### src/rtl/dram_axi_pkg.sv
// Shared types and AXI constants for the DRAM read master.
// FSM state encoding, burst/response codes, 4 KB boundary size.
package dram_axi_pkg;

  typedef enum logic [1:0] {
    S_IDLE,
    S_ADDR,
    S_DATA
  } state_e;

  localparam logic [1:0] BURST_INCR  = 2'b01;
  localparam logic [1:0] RESP_OKAY   = 2'b00;
  localparam logic [3:0] ARCACHE_DEF = 4'b0011;

  localparam int unsigned BOUNDARY_BYTES = 4096;

endpackage

### src/rtl/dram_axi_read_master.sv
// Splits one DRAM read request into 4 KB-safe AXI4 INCR bursts
// and streams returned beats out. Ports: request (addr/len/en),
// response (data/valid), status (busy/error/overrun), AXI AR+R.
module dram_axi_read_master
  import dram_axi_pkg::*;
#(
  parameter int DRAM_ADDR_WIDTH = 39,
  parameter int DRAM_DATA_WIDTH = 128,
  parameter int AXI_ID_WIDTH    = 1
) (
  input  logic                       m_axi_aclk,
  input  logic                       m_axi_aresetn,
  input  logic [DRAM_ADDR_WIDTH-1:0] dram_read_addr,
  input  logic [7:0]                 dram_read_len,
  input  logic                       dram_read_en,
  output logic                       dram_read_busy,
  output logic [DRAM_DATA_WIDTH-1:0] dram_read_data,
  output logic                       dram_read_data_valid,
  output logic                       dram_read_error,
  output logic                       dram_read_overrun,
  output logic [AXI_ID_WIDTH-1:0]    m_axi_arid,
  output logic [DRAM_ADDR_WIDTH-1:0] m_axi_araddr,
  output logic [7:0]                 m_axi_arlen,
  output logic [2:0]                 m_axi_arsize,
  output logic [1:0]                 m_axi_arburst,
  output logic                       m_axi_arvalid,
  input  logic                       m_axi_arready,
  output logic [3:0]                 m_axi_arcache,
  output logic [2:0]                 m_axi_arprot,
  output logic                       m_axi_arlock,
  output logic [3:0]                 m_axi_arqos,
  input  logic [DRAM_DATA_WIDTH-1:0] m_axi_rdata,
  input  logic [1:0]                 m_axi_rresp,
  input  logic                       m_axi_rlast,
  input  logic                       m_axi_rvalid,
  output logic                       m_axi_rready
);

  localparam int BYTES = DRAM_DATA_WIDTH / 8;
  localparam int SIZE  = $clog2(BYTES);
  localparam int AW    = DRAM_ADDR_WIDTH;

  localparam logic [AW-1:0] ALIGN_MASK =
    {{(AW-SIZE){1'b1}}, {SIZE{1'b0}}};

  state_e                       state_q, state_d;
  logic [AW-1:0]                cur_addr_q, cur_addr_d;
  logic [8:0]                   remaining_q, remaining_d;
  logic [7:0]                   beat_cnt_q, beat_cnt_d;
  logic [DRAM_DATA_WIDTH-1:0]   data_q, data_d;
  logic                         valid_q, valid_d;
  logic                         err_q, err_d;
  logic                         ovr_q, ovr_d;

  logic [12:0] span;
  logic [12:0] to_bound;
  logic [8:0]  beats;
  logic [8:0]  beats_m1;
  logic        in_addr;

  // Beats left before the next 4 KB line; always >= 1.
  always_comb begin
    span     = 13'(BOUNDARY_BYTES) - {1'b0, cur_addr_q[11:0]};
    to_bound = span >> SIZE;
    beats    = ({4'd0, remaining_q} < to_bound) ?
               remaining_q : to_bound[8:0];
    beats_m1 = beats - 9'd1;
  end

  always_comb begin
    state_d     = state_q;
    cur_addr_d  = cur_addr_q;
    remaining_d = remaining_q;
    beat_cnt_d  = beat_cnt_q;
    data_d      = data_q;
    valid_d     = 1'b0;
    err_d       = err_q;
    ovr_d       = ovr_q | (dram_read_en & (state_q != S_IDLE));
    unique case (state_q)
      S_IDLE: begin
        if (dram_read_en) begin
          cur_addr_d  = dram_read_addr & ALIGN_MASK;
          remaining_d = {1'b0, dram_read_len} + 9'd1;
          state_d     = S_ADDR;
        end
      end
      S_ADDR: begin
        if (m_axi_arready) begin
          remaining_d = remaining_q - beats;
          cur_addr_d  = cur_addr_q + (AW'(beats) << SIZE);
          beat_cnt_d  = beats_m1[7:0];
          state_d     = S_DATA;
        end
      end
      S_DATA: begin
        if (m_axi_rvalid) begin
          data_d  = m_axi_rdata;
          valid_d = 1'b1;
          if (m_axi_rresp != RESP_OKAY) err_d = 1'b1;
          if (m_axi_rlast) begin
            if (beat_cnt_q != 8'd0) err_d = 1'b1;
            state_d = (remaining_q != 9'd0) ? S_ADDR : S_IDLE;
          end else if (beat_cnt_q == 8'd0) begin
            // Burst overran its length: flag it, keep waiting for rlast.
            err_d = 1'b1;
          end else begin
            beat_cnt_d = beat_cnt_q - 8'd1;
          end
        end
      end
      default: state_d = S_IDLE;
    endcase
  end

  always_ff @(posedge m_axi_aclk or negedge m_axi_aresetn) begin
    if (!m_axi_aresetn) begin
      state_q     <= S_IDLE;
      cur_addr_q  <= '0;
      remaining_q <= '0;
      beat_cnt_q  <= '0;
      data_q      <= '0;
      valid_q     <= 1'b0;
      err_q       <= 1'b0;
      ovr_q       <= 1'b0;
    end else begin
      state_q     <= state_d;
      cur_addr_q  <= cur_addr_d;
      remaining_q <= remaining_d;
      beat_cnt_q  <= beat_cnt_d;
      data_q      <= data_d;
      valid_q     <= valid_d;
      err_q       <= err_d;
      ovr_q       <= ovr_d;
    end
  end

  assign in_addr = (state_q == S_ADDR);

  // AR fields are held at zero outside ADDR so reset leaves them 0.
  assign m_axi_arvalid = in_addr;
  assign m_axi_araddr  = in_addr ? cur_addr_q : '0;
  assign m_axi_arlen   = in_addr ? beats_m1[7:0] : 8'd0;
  assign m_axi_arsize  = in_addr ? 3'(SIZE) : 3'd0;
  assign m_axi_arburst = in_addr ? BURST_INCR : 2'b00;
  assign m_axi_arid    = '0;
  assign m_axi_arcache = ARCACHE_DEF;
  assign m_axi_arprot  = 3'b000;
  assign m_axi_arlock  = 1'b0;
  assign m_axi_arqos   = 4'd0;
  assign m_axi_rready  = (state_q == S_DATA);

  assign dram_read_busy       = (state_q != S_IDLE);
  assign dram_read_data       = data_q;
  assign dram_read_data_valid = valid_q;
  assign dram_read_error      = err_q;
  assign dram_read_overrun    = ovr_q;

endmodule

### config.mk
export PLATFORM = sky130hd
export DESIGN_NAME = dram_axi_read_master
export DESIGN_NICKNAME = d
export VERILOG_FILES = /design/src/rtl/dram_axi_pkg.sv /design/src/rtl/dram_axi_read_master.sv
export SDC_FILE = /design/constraint.sdc
export NUM_CORES = 1
export LEC_CHECK = 0
export CORE_ASPECT_RATIO = 0.8
export CORE_MARGIN = 1.5
export CORE_UTILIZATION = 45
export DETAILED_ROUTE_END_ITERATION = 8
export DONT_BUFFER_PORTS = 1
export HOLD_SLACK_MARGIN = 0.15
export PLACE_DENSITY = 0.61
export SKIP_CTS_REPAIR_TIMING = 1
export SLEW_MARGIN = 20
export SYNTH_ARGS = -nofsm -noshare
export SYNTH_HDL_FRONTEND = slang
export SYNTH_SLANG_ARGS = --single-unit
### constraint.sdc
create_clock -name m_axi_aclk -period 16 [get_ports m_axi_aclk]
set_clock_uncertainty 0.05 [all_clocks]
set_input_delay 3.2 -clock m_axi_aclk [delete_from_list [all_inputs] [get_ports m_axi_aclk]]
set_output_delay 3.2 -clock m_axi_aclk [all_outputs]
set_load 0.02 [all_outputs]
After elaboration in Yosys (flattened, before gate mapping)
Index checks and enable logic that the tools add are counted.
{"block": "totals", "regBits": 189, "word_cells": 65, "input_bits": 183}
{"block": "classes", "order_cmp": 1, "bitwise": 2, "add_sub_neg": 6, "n_eq_ne": 8, "reduce_logical": 12, "mux": 28}
{"cell": "39-bit 2-to-1 mux", "count": 3}
{"cell": "39-bit one-hot mux with 2 select lines", "count": 1}
{"cell": "8-bit 2-to-1 mux", "count": 5}
{"cell": "39-bit by 13-bit adder with 39-bit output", "count": 1}
{"cell": "9-bit 2-to-1 mux", "count": 3}
{"cell": "9-bit one-hot mux with 2 select lines", "count": 1}
{"cell": "8-bit one-hot mux with 2 select lines", "count": 1}
{"cell": "8-bit by 1-bit subtractor with 8-bit output (second input constant)", "count": 2}
{"cell": "13-bit by 12-bit subtractor with 13-bit output (first input constant)", "count": 1}
{"cell": "2-bit inequality test (second input constant)", "count": 6}
{"cell": "8-bit by 1-bit adder with 9-bit output (second input constant)", "count": 1}
{"cell": "9-bit less-than comparator", "count": 1}
{"cell": "9-bit nonzero test", "count": 1}
{"cell": "9-bit subtractor", "count": 1}
{"cell": "8-bit logical NOT", "count": 1}
{"cell": "1-bit 2-to-1 mux", "count": 8}
{"cell": "2-bit 2-to-1 mux", "count": 4}
{"cell": "2-bit nonzero test", "count": 4}
{"cell": "8-bit nonzero test", "count": 1}
{"cell": "2-bit one-hot mux with 3 select lines", "count": 1}
{"cell": "5-bit AND reduction", "count": 1}
{"cell": "4-bit AND reduction", "count": 1}
{"cell": "3-bit 2-to-1 mux", "count": 1}
{"cell": "3-bit AND reduction", "count": 1}
{"cell": "6 further kinds", "count": 6}

Longest topological paths before layout
Gate-level depths: netlist (run 1).
{"block": "depth", "depth_word": 6, "ltp_mapped": 23}

Worst setup path before layout (run 1)
OpenSTA, ideal clock, no wires.
{"block": "synth_timing", "path_type": "flip-flop to output port", "startpoint": "register cur_addr_q[6]", "endpoint": "output port m_axi_arlen[6]", "slack_ps": 8265, "stages_incl_launch_ff": 21, "arrival_ps": 4485, "required_ps": 12750, "cell_sequence": "dfrtp_1 > buf_2 > or4_1 > nor2_1 > xnor2_1 > inv_1 > ha_1 > a211o_1 > a221o_1 > a21oi_2 > buf_2 > buf_2 > nand2_1 > o21ai_0 > inv_1 > ha_1 > o21ai_0 > nor3_1 > xnor2_1 > nor2_1 > nor3_1"}
{"block": "synth_via", "elab_chain_len": 5}
{"element": "start: declaration", "line_no": "dram_axi_read_master.sv:47", "source": "logic [AW-1:0] cur_addr_q, cur_addr_d;"}
{"element": "start signal: assignment", "line_no": "dram_axi_read_master.sv:127", "source": "cur_addr_q <= cur_addr_d;"}
{"element": "13-bit by 12-bit subtractor with 13-bit output *", "line_no": "dram_axi_read_master.sv:63", "source": "span = 13'(BOUNDARY_BYTES) - {1'b0, cur_addr_q[11:0]};"}
{"element": "9-bit less-than comparator", "line_no": "dram_axi_read_master.sv:65", "source": "beats = ({4'd0, remaining_q} < to_bound) ?"}
{"element": "9-bit 2-to-1 mux *", "line_no": "dram_axi_read_master.sv:65"}
{"element": "8-bit by 1-bit subtractor with 8-bit output *", "line_no": "dram_axi_read_master.sv:67", "source": "beats_m1 = beats - 9'd1;"}
{"element": "8-bit 2-to-1 mux *", "line_no": "dram_axi_read_master.sv:142", "source": "assign m_axi_arlen = in_addr ? beats_m1[7:0] : 8'd0;"}
{"element": "end: declaration", "line_no": "dram_axi_read_master.sv:23", "source": "output logic [7:0] m_axi_arlen,"}
Every way passes the cells marked *; elsewhere a longest branch is shown, timed or not.

Final worst setup path (run 1)
{"block": "layout_timing", "startpoint": "register cur_addr_q[8]", "endpoint": "output port m_axi_arlen[6]"}
Same word-level chain as after synthesis.

==> impl_metrics.env, run 1 <==
export IMPL_syn_area_um2=9770
export IMPL_rows=47
export IMPL_fp_dieW_um=168
export IMPL_holdCritPathClass="flop to flop"
export IMPL_placed_area_um2=9850
export IMPL_cts_buffers=17
export IMPL_vias_per_cell=5.76
export IMPL_tightest_slew_ns=1.06
export IMPL_dp_cells=1143
export IMPL_worst_hold_path_num_cells=1
export IMPL_period_minus_slack_ns=8.61
export IMPL_arrival_ns=5.36
export IMPL_grt_pass1_vias=6608
export IMPL_hold_viol_final=0
export IMPL_cp_end_kind="primary output"
export IMPL_ys_warn_count=0
export IMPL_first_iter_violations=471
export IMPL_netlist_area_leader_share_pct=47.4
export IMPL_grt_overflow=0
export IMPL_rr_worst_depth=19
export IMPL_slew_violations=0
export IMPL_pin_count=382
export IMPL_track_usage_pct=22.0
export IMPL_final_cell_mix="dfrtp_1 (185), mux2_2 (128), nand2_1 (60)"
export IMPL_antenna_found_initial=1
export IMPL_netlist_top_cell_by_area="dfrtp_1"
export IMPL_setup_worst_path_class="flop to primary output"
export IMPL_ant_nets=0
export IMPL_fin_cells=1176
export IMPL_min_to="cur_addr_q[38]"
export IMPL_tns_ns=0
export IMPL_wl_met1_um=11700
export IMPL_crit_start="cur_addr_q[8]"
export IMPL_setup_violations=0
export IMPL_synth_seq_area_share_pct=47.4
export IMPL_grt_setup_unrepaired="false"
export IMPL_portBuffers=0
export IMPL_power_density_nw_per_um2=277
export IMPL_place_gp_congestion=0.859
export IMPL_ys_async_sr_fraction_pct=100
export IMPL_nets=1109
export IMPL_hpwl_um=18300
export IMPL_synth_seq_cells=185
export IMPL_worst_hold_startpoint="cur_addr_q[38]"
export IMPL_num_fill_cells=1908
export IMPL_path_clk_slew_ns=0.08
export IMPL_required_ns=12.75
export IMPL_switching_share_pct=49.0
export IMPL_combPwrFrac_pct=46.1
export IMPL_core_um2=21000
export IMPL_whs_ns=0.459
export IMPL_root_buffer="clkbuf_16"
export IMPL_reg2reg_from="cur_addr_q[8]"
export IMPL_final_period_utilization_pct=53.8
export IMPL_path_max_fanout=23
export IMPL_numClockSinks=185
export IMPL_r2r_end="cur_addr_q[32]"
export IMPL_outcome="completed"
export IMPL_ir_drop_mv=0.106
export IMPL_avgSynthCellArea_um2=10.6
export IMPL_wl_met3_um=1640
export IMPL_intPower_mw=1.48
export IMPL_grt_max_degree=186
export IMPL_p_sw_mw=1.42
export IMPL_clockBufferDepth=2
export IMPL_maxCapViolCount=0
export IMPL_dr_max_layer_used="met4"
export IMPL_wl_um=25300
export IMPL_power_leakage_nw=4.51
export IMPL_drive_gt1_share_pct=20.2
export IMPL_max_freq_ghz=0.116
export IMPL_synth_area_leaders="dfrtp_1 (47%), mux2_2 (15%), ha_1 (4.0%), a21oi_1 (2.9%), o21ai_0 (2.4%)"
export IMPL_final_common_cell="dfrtp_1"
export IMPL_wl_per_cell_um=21.6
export IMPL_dieHeight_um=135
export IMPL_vias=6778
export IMPL_area_growth_pct=7.12
export IMPL_finalInstanceArea_um2=10500
export IMPL_grt_pass1_wl_um=38400
export IMPL_clk_latency_ns=0.43
export IMPL_cts_tree="done"
export IMPL_dieArea_um2=22600
export IMPL_worstSetupStartpointType="flop"
export IMPL_wl_met2_um=11800
export IMPL_synth_edf_count=0
export IMPL_max_slew_margin_pct=29.2
export IMPL_drc=0
export IMPL_drtPass1Iterations=5
export IMPL_rrSetupSlack_ns=10.11
export IMPL_power_share_clock_pct=14.9
export IMPL_ys_types=65
export IMPL_cts_max_level=4
export IMPL_syn_inst=921
export IMPL_ys_dominant_reg_cell="dfrtp_1"
export IMPL_p_seq_share_pct=39.0
export IMPL_start_util_pct=46.5
## worst max path at each step
| stage | slack, ns | depth (start not counted) | to |
|---|---|---|---|
| after floorplan | 8.27 | 20 | m_axi_arlen[6] |
| after global placement | 7.90 | 17 | m_axi_arlen[6] |
| after detailed placement | 7.89 | 17 | m_axi_arlen[6] |
| after CTS | 7.39 | 17 | m_axi_arlen[6] |
| after global routing | 7.09 | 17 | m_axi_arlen[6] |
| final | 7.39 | 17 | m_axi_arlen[6] |
## cells in the mapped netlist (all sizes together), types with 6 or more instances
library cell / count
dfrtp: 185
mux2: 128
nand2: 60
a21oi: 57
nor2: 56
o21ai: 47
buf: 40
and2: 33
inv: 33
clkbuf: 31
ha: 31
nand3: 25
xnor2: 23
nor3: 14
xor2: 13
and3: 12
a31oi: 11
o22a: 11
a2bb2oi: 9
nand4: 8
a21o: 7
mux2i: 7
o22ai: 7
or3: 7
nand2b: 6
or2: 6
## worst max-delay path, stage by stage, from the launching register on
cell	delay (ns)
dfrtp_1	0.49
or4_1	0.58
nor2_1	0.14
xnor2_1	0.21
inv_1	0.15
ha_1	0.31
a211o_1	0.27
a221o_1	0.37
a21oi_2	0.12
buf_4	0.27
o21ai_0	0.33
inv_1	0.14
ha_1	0.23
o21ai_0	0.16
nor3_1	0.22
xnor2_1	0.15
nor2_1	0.07
nor3_1	0.71
## logic make-up after synthesis
family | count (synthesis) | synth area share, %
other cells | 2 | 0.0769
xor+xnor | 36 | 3.23
flops | 185 | 47.4
simple gates | 243 | 12.4
fa+ha+maj | 34 | 4.48
buf+inv | 105 | 5.11
compound gates | 181 | 11.8
mux | 135 | 15.5
## power by group through the flow
stage | registers, mW | logic, mW | clock network [mW]
after floorplan | 1.05 | 1.11 | 0
after global placement | 1.14 | 1.31 | 0
after detailed placement | 1.14 | 1.33 | 0
after CTS | 1.13 | 1.34 | 0.445
after global routing | 1.16 | 1.50 | 0.461
final | 1.13 | 1.34 | 0.431
## sequential cells by signal (all words and copies together), names as in the netlist
register / flops
cur_addr_q: 35
dram_read_error: 1
state_q: 2
dram_read_data_valid: 1
dram_read_overrun: 1
dram_read_data: 128
beat_cnt_q: 8
remaining_q: 9
## through the flow
stage | power (mW) | util [%] | setup slack [ns]
global placement | 2.45 | 46.9 | 7.90
CTS | 2.92 | 49.8 | 7.39
finish | 2.90 | 49.8 | 7.39
global route | 3.12 | 49.8 | 7.09
floorplan | 2.16 | - | 8.27
detailed placement | 2.47 | 46.9 | 7.89
## cell type report
| class | count | area [um2] | area share (%) |
|---|---|---|---|
| clock buffer | 18 | 439 | 4.20 |
| sequential | 185 | 4630 | 44.2 |
| clock inverter | 14 | 168 | 1.60 |
| antenna | 1 | 2.50 | 0.0239 |
| inverter | 34 | 131 | 1.26 |
| tap | 269 | 337 | 3.22 |
| timing repair buffer | 6 | 45.0 | 0.431 |
| multi-input combinational | 649 | 4710 | 45.0 |
## layer usage
metal | GRT usage, % | vias up
li1 | - | 3168
met5 | 0 | -
met3 | 6.10 | 14
met4 | 5.41 | 0
met1 | 30.7 | 3351
met2 | 34.0 | 245
(Power assumes the default switching activity.)
==> run 2, diff against run 1 <==
Clock period 16 ns to 8.6 ns, I/O delays scaled along.
==> run 2 against run 1 <==
Non-clock buffer count stayed put. Routed wire length hardly changed. Power is 87% higher. Critical endpoint unchanged. Critical path type unchanged.
==> impl_metrics.env, run 2 (same netlist as run 1, synthesis figures left out) <==
export IMPL_outcome="completed"
export IMPL_rr_worst_depth=18
export IMPL_dieArea_um2=22600
export IMPL_maxCapViolCount=0
export IMPL_wl_per_cell_um=21.5
export IMPL_drtPass1Iterations=5
export IMPL_worst_hold_path_num_cells=1
export IMPL_grt_overflow=0
export IMPL_start_util_pct=46.5
export IMPL_finalInstanceArea_um2=10500
export IMPL_required_ns=6.83
export IMPL_period_minus_slack_ns=6.96
export IMPL_first_iter_violations=492
export IMPL_nets=1109
export IMPL_hold_viol_final=0
export IMPL_final_common_cell="dfrtp_1"
export IMPL_path_clk_slew_ns=0.09
export IMPL_final_cell_mix="dfrtp_1 (185), mux2_2 (128), nand2_1 (60)"
export IMPL_fin_util_pct=49.9
export IMPL_drc=0
export IMPL_place_gp_congestion=0.865
export IMPL_slew_violations=0
export IMPL_whs_ns=0.466
export IMPL_grt_setup_unrepaired="false"
export IMPL_placed_area_um2=9850
export IMPL_grt_max_degree=186
export IMPL_wl_um=25300
export IMPL_cts_buffers=17
export IMPL_hpwl_um=18500
export IMPL_slowest_stage="nor3_1"
export IMPL_worstSetupStartpointType="flop"
export IMPL_clk_latency_ns=0.43
export IMPL_path_max_fanout=7
export IMPL_fp_dieW_um=168
export IMPL_ant_nets=0
export IMPL_holdCritPathClass="flop to flop"
export IMPL_drive_gt1_share_pct=20.2
export IMPL_setup_violations=0
export IMPL_slowest_delay_ns=0.72
export IMPL_max_slew_margin_pct=29.6
export IMPL_largest_reg_flops=128
export IMPL_clockBufferDepth=2
export IMPL_grt_pass1_wl_um=38100
export IMPL_track_usage_pct=22.0
export IMPL_rows=47
export IMPL_tns_ns=0
export IMPL_power_leakage_nw=4.51
export IMPL_setup_worst_path_class="flop to primary output"
export IMPL_path_cells="or4_1 > nor2_1 > xnor2_1 > inv_1 > ha_1 > a211o_1 > a221o_1 > a21oi_2 > o21ai_0 > inv_1 > ha_1 > o21ai_0 > nor3_1 > xnor2_1 > nor2_1 > nor3_1"
export IMPL_max_freq_ghz=0.144
export IMPL_final_period_utilization_pct=80.9
export IMPL_vias=6832
export IMPL_power_mw=5.43
export IMPL_pin_count=382
export IMPL_crit_buf_inv=2
export IMPL_grt_pass1_vias=6442
export IMPL_cp_top_family="simple AND/OR/NAND/NOR gates"
export IMPL_core_um2=21000
export IMPL_cp_end_kind="primary output"
export IMPL_cts_tree="done"
export IMPL_numClockSinks=185
export IMPL_cp_depth=16
export IMPL_tightest_slew_ns=1.06
export IMPL_ir_drop_mv=0.188
export IMPL_area_growth_pct=7.24
export IMPL_power_density_nw_per_um2=518
export IMPL_root_buffer="clkbuf_16"
export IMPL_antenna_found_initial=2
export IMPL_vias_per_cell=5.80
export IMPL_portBuffers=0
export IMPL_dieHeight_um=135
export IMPL_arrival_ns=5.19
export IMPL_cts_max_level=4
==> run 2: changes by cell type in the layout (fill, tap and decap cells not counted), sizes merged <==
cell	delta
diode	+1
clkbuf	-1
clkinv	-1
inv	+2
==> run 2: final cells by class <==
class	instances	area, um2
antenna	2	5.00
clock buffer	17	425
clock inverter	15	190
fill	1868	10500
inverter	34	131
multi-input combinational	649	4710
sequential	185	4630
tap	269	337
timing repair buffer	6	45.0
==> run 2: path summary, 6_finish.rpt <==
check	startpoint	endpoint	slack (ns)
worst min-delay path	cur_addr_q[38]	cur_addr_q[38]	0.47
min in group asynchronous	m_axi_aresetn	cur_addr_q[20]	0.93
worst min register to register	cur_addr_q[38]	cur_addr_q[38]	0.47
worst max-delay path	cur_addr_q[8]	m_axi_arlen[6]	1.64
max in group asynchronous	m_axi_aresetn	dram_read_data[49]	7.15
worst max register to register	cur_addr_q[8]	cur_addr_q[32]	2.87
==> run 2: where the power goes <==
part	switching, mW	internal, mW	total, mW	leakage (nW)
combinational	1.45	1.05	2.50	2.03
clock	0.411	0.403	0.814	0.301
sequential	0.804	1.30	2.11	2.18
==> run 2: layer usage <==
| metal | GRT usage (%) | part of all wire [%] | up-vias |
|---|---|---|---|
| li1 | - | - | 3166 |
| met1 | 30.8 | 45 | 3362 |
| met2 | 34.1 | 48 | 288 |
| met3 | 6.13 | 7.2 | 16 |
| met4 | 4.95 | 0.75 | 0 |
| met5 | 0 | 0 | - |
==> run 2: through the flow <==
stage	setup slack [ns]	instances
5_1_grt	1.32	1175
6_report	1.64	1177
2_1_floorplan	2.35	939
3_5_place_dp	2.17	1143
4_1_cts	1.67	1175
3_3_place_gp	2.20	1143
==> run 2: worst reg2reg max path, delay by kind of cell (launching register included) <==
| family | cells | cell delay [ns] |
|---|---|---|
| AO/OA/AOI/OAI | 10 | 2.62 |
| adder cells (fa/ha/maj) | 3 | 1.10 |
| AND/OR/NAND/NOR | 3 | 1.06 |
| flip-flops | 1 | 0.48 |
| XOR/XNOR | 1 | 0.21 |
| buffers and inverters | 1 | 0.15 |
==> run 3, diff against run 2 <==
Clock period 8.6 ns to 6.7 ns, I/O delays scaled along.
==> run 3 against run 2 <==
Worst setup slack worse by 1.3 ns. Non-clock buffer count grew 1. Largest cell class unchanged. Clock power grew 28%. Critical path depth rose by 2. Clock-buffer cell count grew 1. Critical endpoint unchanged. Global-route usage up 0.12 points. Final cell count is essentially flat.
==> impl_metrics.env, run 3 (same netlist as run 1, synthesis figures left out) <==
export IMPL_max_freq_ghz=0.157
export IMPL_nets=1110
export IMPL_portBuffers=0
export IMPL_ant_nets=0
export IMPL_largest_reg_flops=128
export IMPL_cts_tree="done"
export IMPL_grt_max_degree=186
export IMPL_drive_gt1_share_pct=20.3
export IMPL_worstSetupStartpointType="flop"
export IMPL_cp_depth=18
export IMPL_rows=47
export IMPL_fin_util_pct=49.9
export IMPL_dieArea_um2=22600
export IMPL_track_usage_pct=22.1
export IMPL_start_util_pct=46.5
export IMPL_holdCritPathClass="flop to flop"
export IMPL_drtPass1Iterations=5
export IMPL_power_mw=6.96
export IMPL_maxCapViolCount=0
export IMPL_setup_violations=0
export IMPL_vias_per_cell=5.85
export IMPL_path_clk_slew_ns=0.09
export IMPL_cp_end_kind="primary output"
export IMPL_required_ns=5.31
export IMPL_wl_um=25500
export IMPL_setup_worst_path_class="flop to primary output"
export IMPL_cts_buffers=17
export IMPL_crit_buf_inv=4
export IMPL_drc=0
export IMPL_clk_latency_ns=0.43
export IMPL_clockBufferDepth=2
export IMPL_period_minus_slack_ns=6.37
export IMPL_power_leakage_nw=4.51
export IMPL_slowest_delay_ns=0.58
export IMPL_antenna_found_initial=1
export IMPL_area_growth_pct=7.25
export IMPL_final_cell_mix="dfrtp_1 (185), mux2_2 (128), nand2_1 (60)"
export IMPL_power_density_nw_per_um2=665
export IMPL_wl_per_cell_um=21.6
export IMPL_pin_count=382
export IMPL_dieHeight_um=135
export IMPL_tightest_slew_ns=1.06
export IMPL_vias=6887
export IMPL_core_um2=21000
export IMPL_ir_drop_mv=0.240
export IMPL_grt_setup_unrepaired="false"
export IMPL_path_cells="or4_1 > nor2_1 > xnor2_1 > inv_1 > ha_1 > a211o_1 > a221o_1 > a21oi_2 > buf_4 > o21ai_0 > inv_1 > ha_1 > o21ai_0 > nor3_1 > xnor2_1 > nor2_1 > nor3_1 > buf_4"
export IMPL_max_slew_margin_pct=29.1
export IMPL_fp_dieW_um=168
export IMPL_grt_pass1_vias=6731
export IMPL_grt_overflow=0
export IMPL_first_iter_violations=397
export IMPL_grt_pass1_wl_um=38600
export IMPL_setup_slack_ns=0.330
export IMPL_final_period_utilization_pct=95.1
export IMPL_num_fill_cells=1922
export IMPL_worst_hold_path_num_cells=1
export IMPL_rr_worst_depth=20
export IMPL_hold_viol_final=0
export IMPL_root_buffer="clkbuf_16"
export IMPL_place_gp_congestion=0.836
export IMPL_slew_violations=0
export IMPL_path_max_fanout=21
export IMPL_final_common_cell="dfrtp_1"
export IMPL_arrival_ns=4.98
export IMPL_hpwl_um=18600
export IMPL_cts_max_level=4
export IMPL_outcome="completed"
export IMPL_tns_ns=0
export IMPL_dp_slack_ns=0.796
export IMPL_numClockSinks=185
export IMPL_slowest_stage="or4_1"
export IMPL_cp_top_family="simple AND/OR/NAND/NOR gates"
## run 3: cell count changes in the layout (fill, tap and decap cells not counted)
cell,before,now
clkinv_4,0,2
inv_12,3,1
buf_4,6,7
clkbuf_8,0,1
clkinv_2,2,1
## run 3: through the flow
stage	area [um2]	hold slack, ns	std cells
detailed placement	9860	0.439	1144
finish	10500	0.456	1178
global placement	9860	0.432	1144
global route	10500	0.483	1176
floorplan	9830	0.410	939
CTS	10500	0.458	1176
## run 3: final timing paths
kind	slack, ns	start	endpoint
setup / recovery	0.33	cur_addr_q[8]	m_axi_arlen[6]
hold / removal	0.46	cur_addr_q[38]	cur_addr_q[38]
setup reg to reg	0.89	cur_addr_q[8]	cur_addr_q[32]
hold reg to reg	0.46	cur_addr_q[38]	cur_addr_q[38]
max in group asynchronous	5.58	m_axi_aresetn	beat_cnt_q[6]
min in group asynchronous	0.55	m_axi_aresetn	cur_addr_q[20]
## run 3: report_power, final
part	switching (mW)	internal (mW)	total, mW	leakage [nW]
clock network	0.519	0.519	1.04	0.298
logic	1.87	1.36	3.22	2.03
registers	1.03	1.67	2.70	2.18
total	3.41	3.55	6.96	4.51
## run 3: final cells by class
type | count | area (um2) | area share, %
clock inverters | 14 | 170 | 1.62
inverters | 34 | 131 | 1.25
repair buffers | 7 | 52.6 | 0.502
clock buffers | 18 | 439 | 4.19
multi-input cells | 649 | 4710 | 45.0
diodes | 2 | 5.00 | 0.0478
flip-flops and latches | 185 | 4630 | 44.2
well taps | 269 | 337 | 3.21
## run 3: per-layer routing
layer / wire length, um / track usage, %
met5: 0 / 0
met4: 415 / 7.06
met3: 1880 / 6.04
met2: 12100 / 34.8
met1: 11100 / 29.8
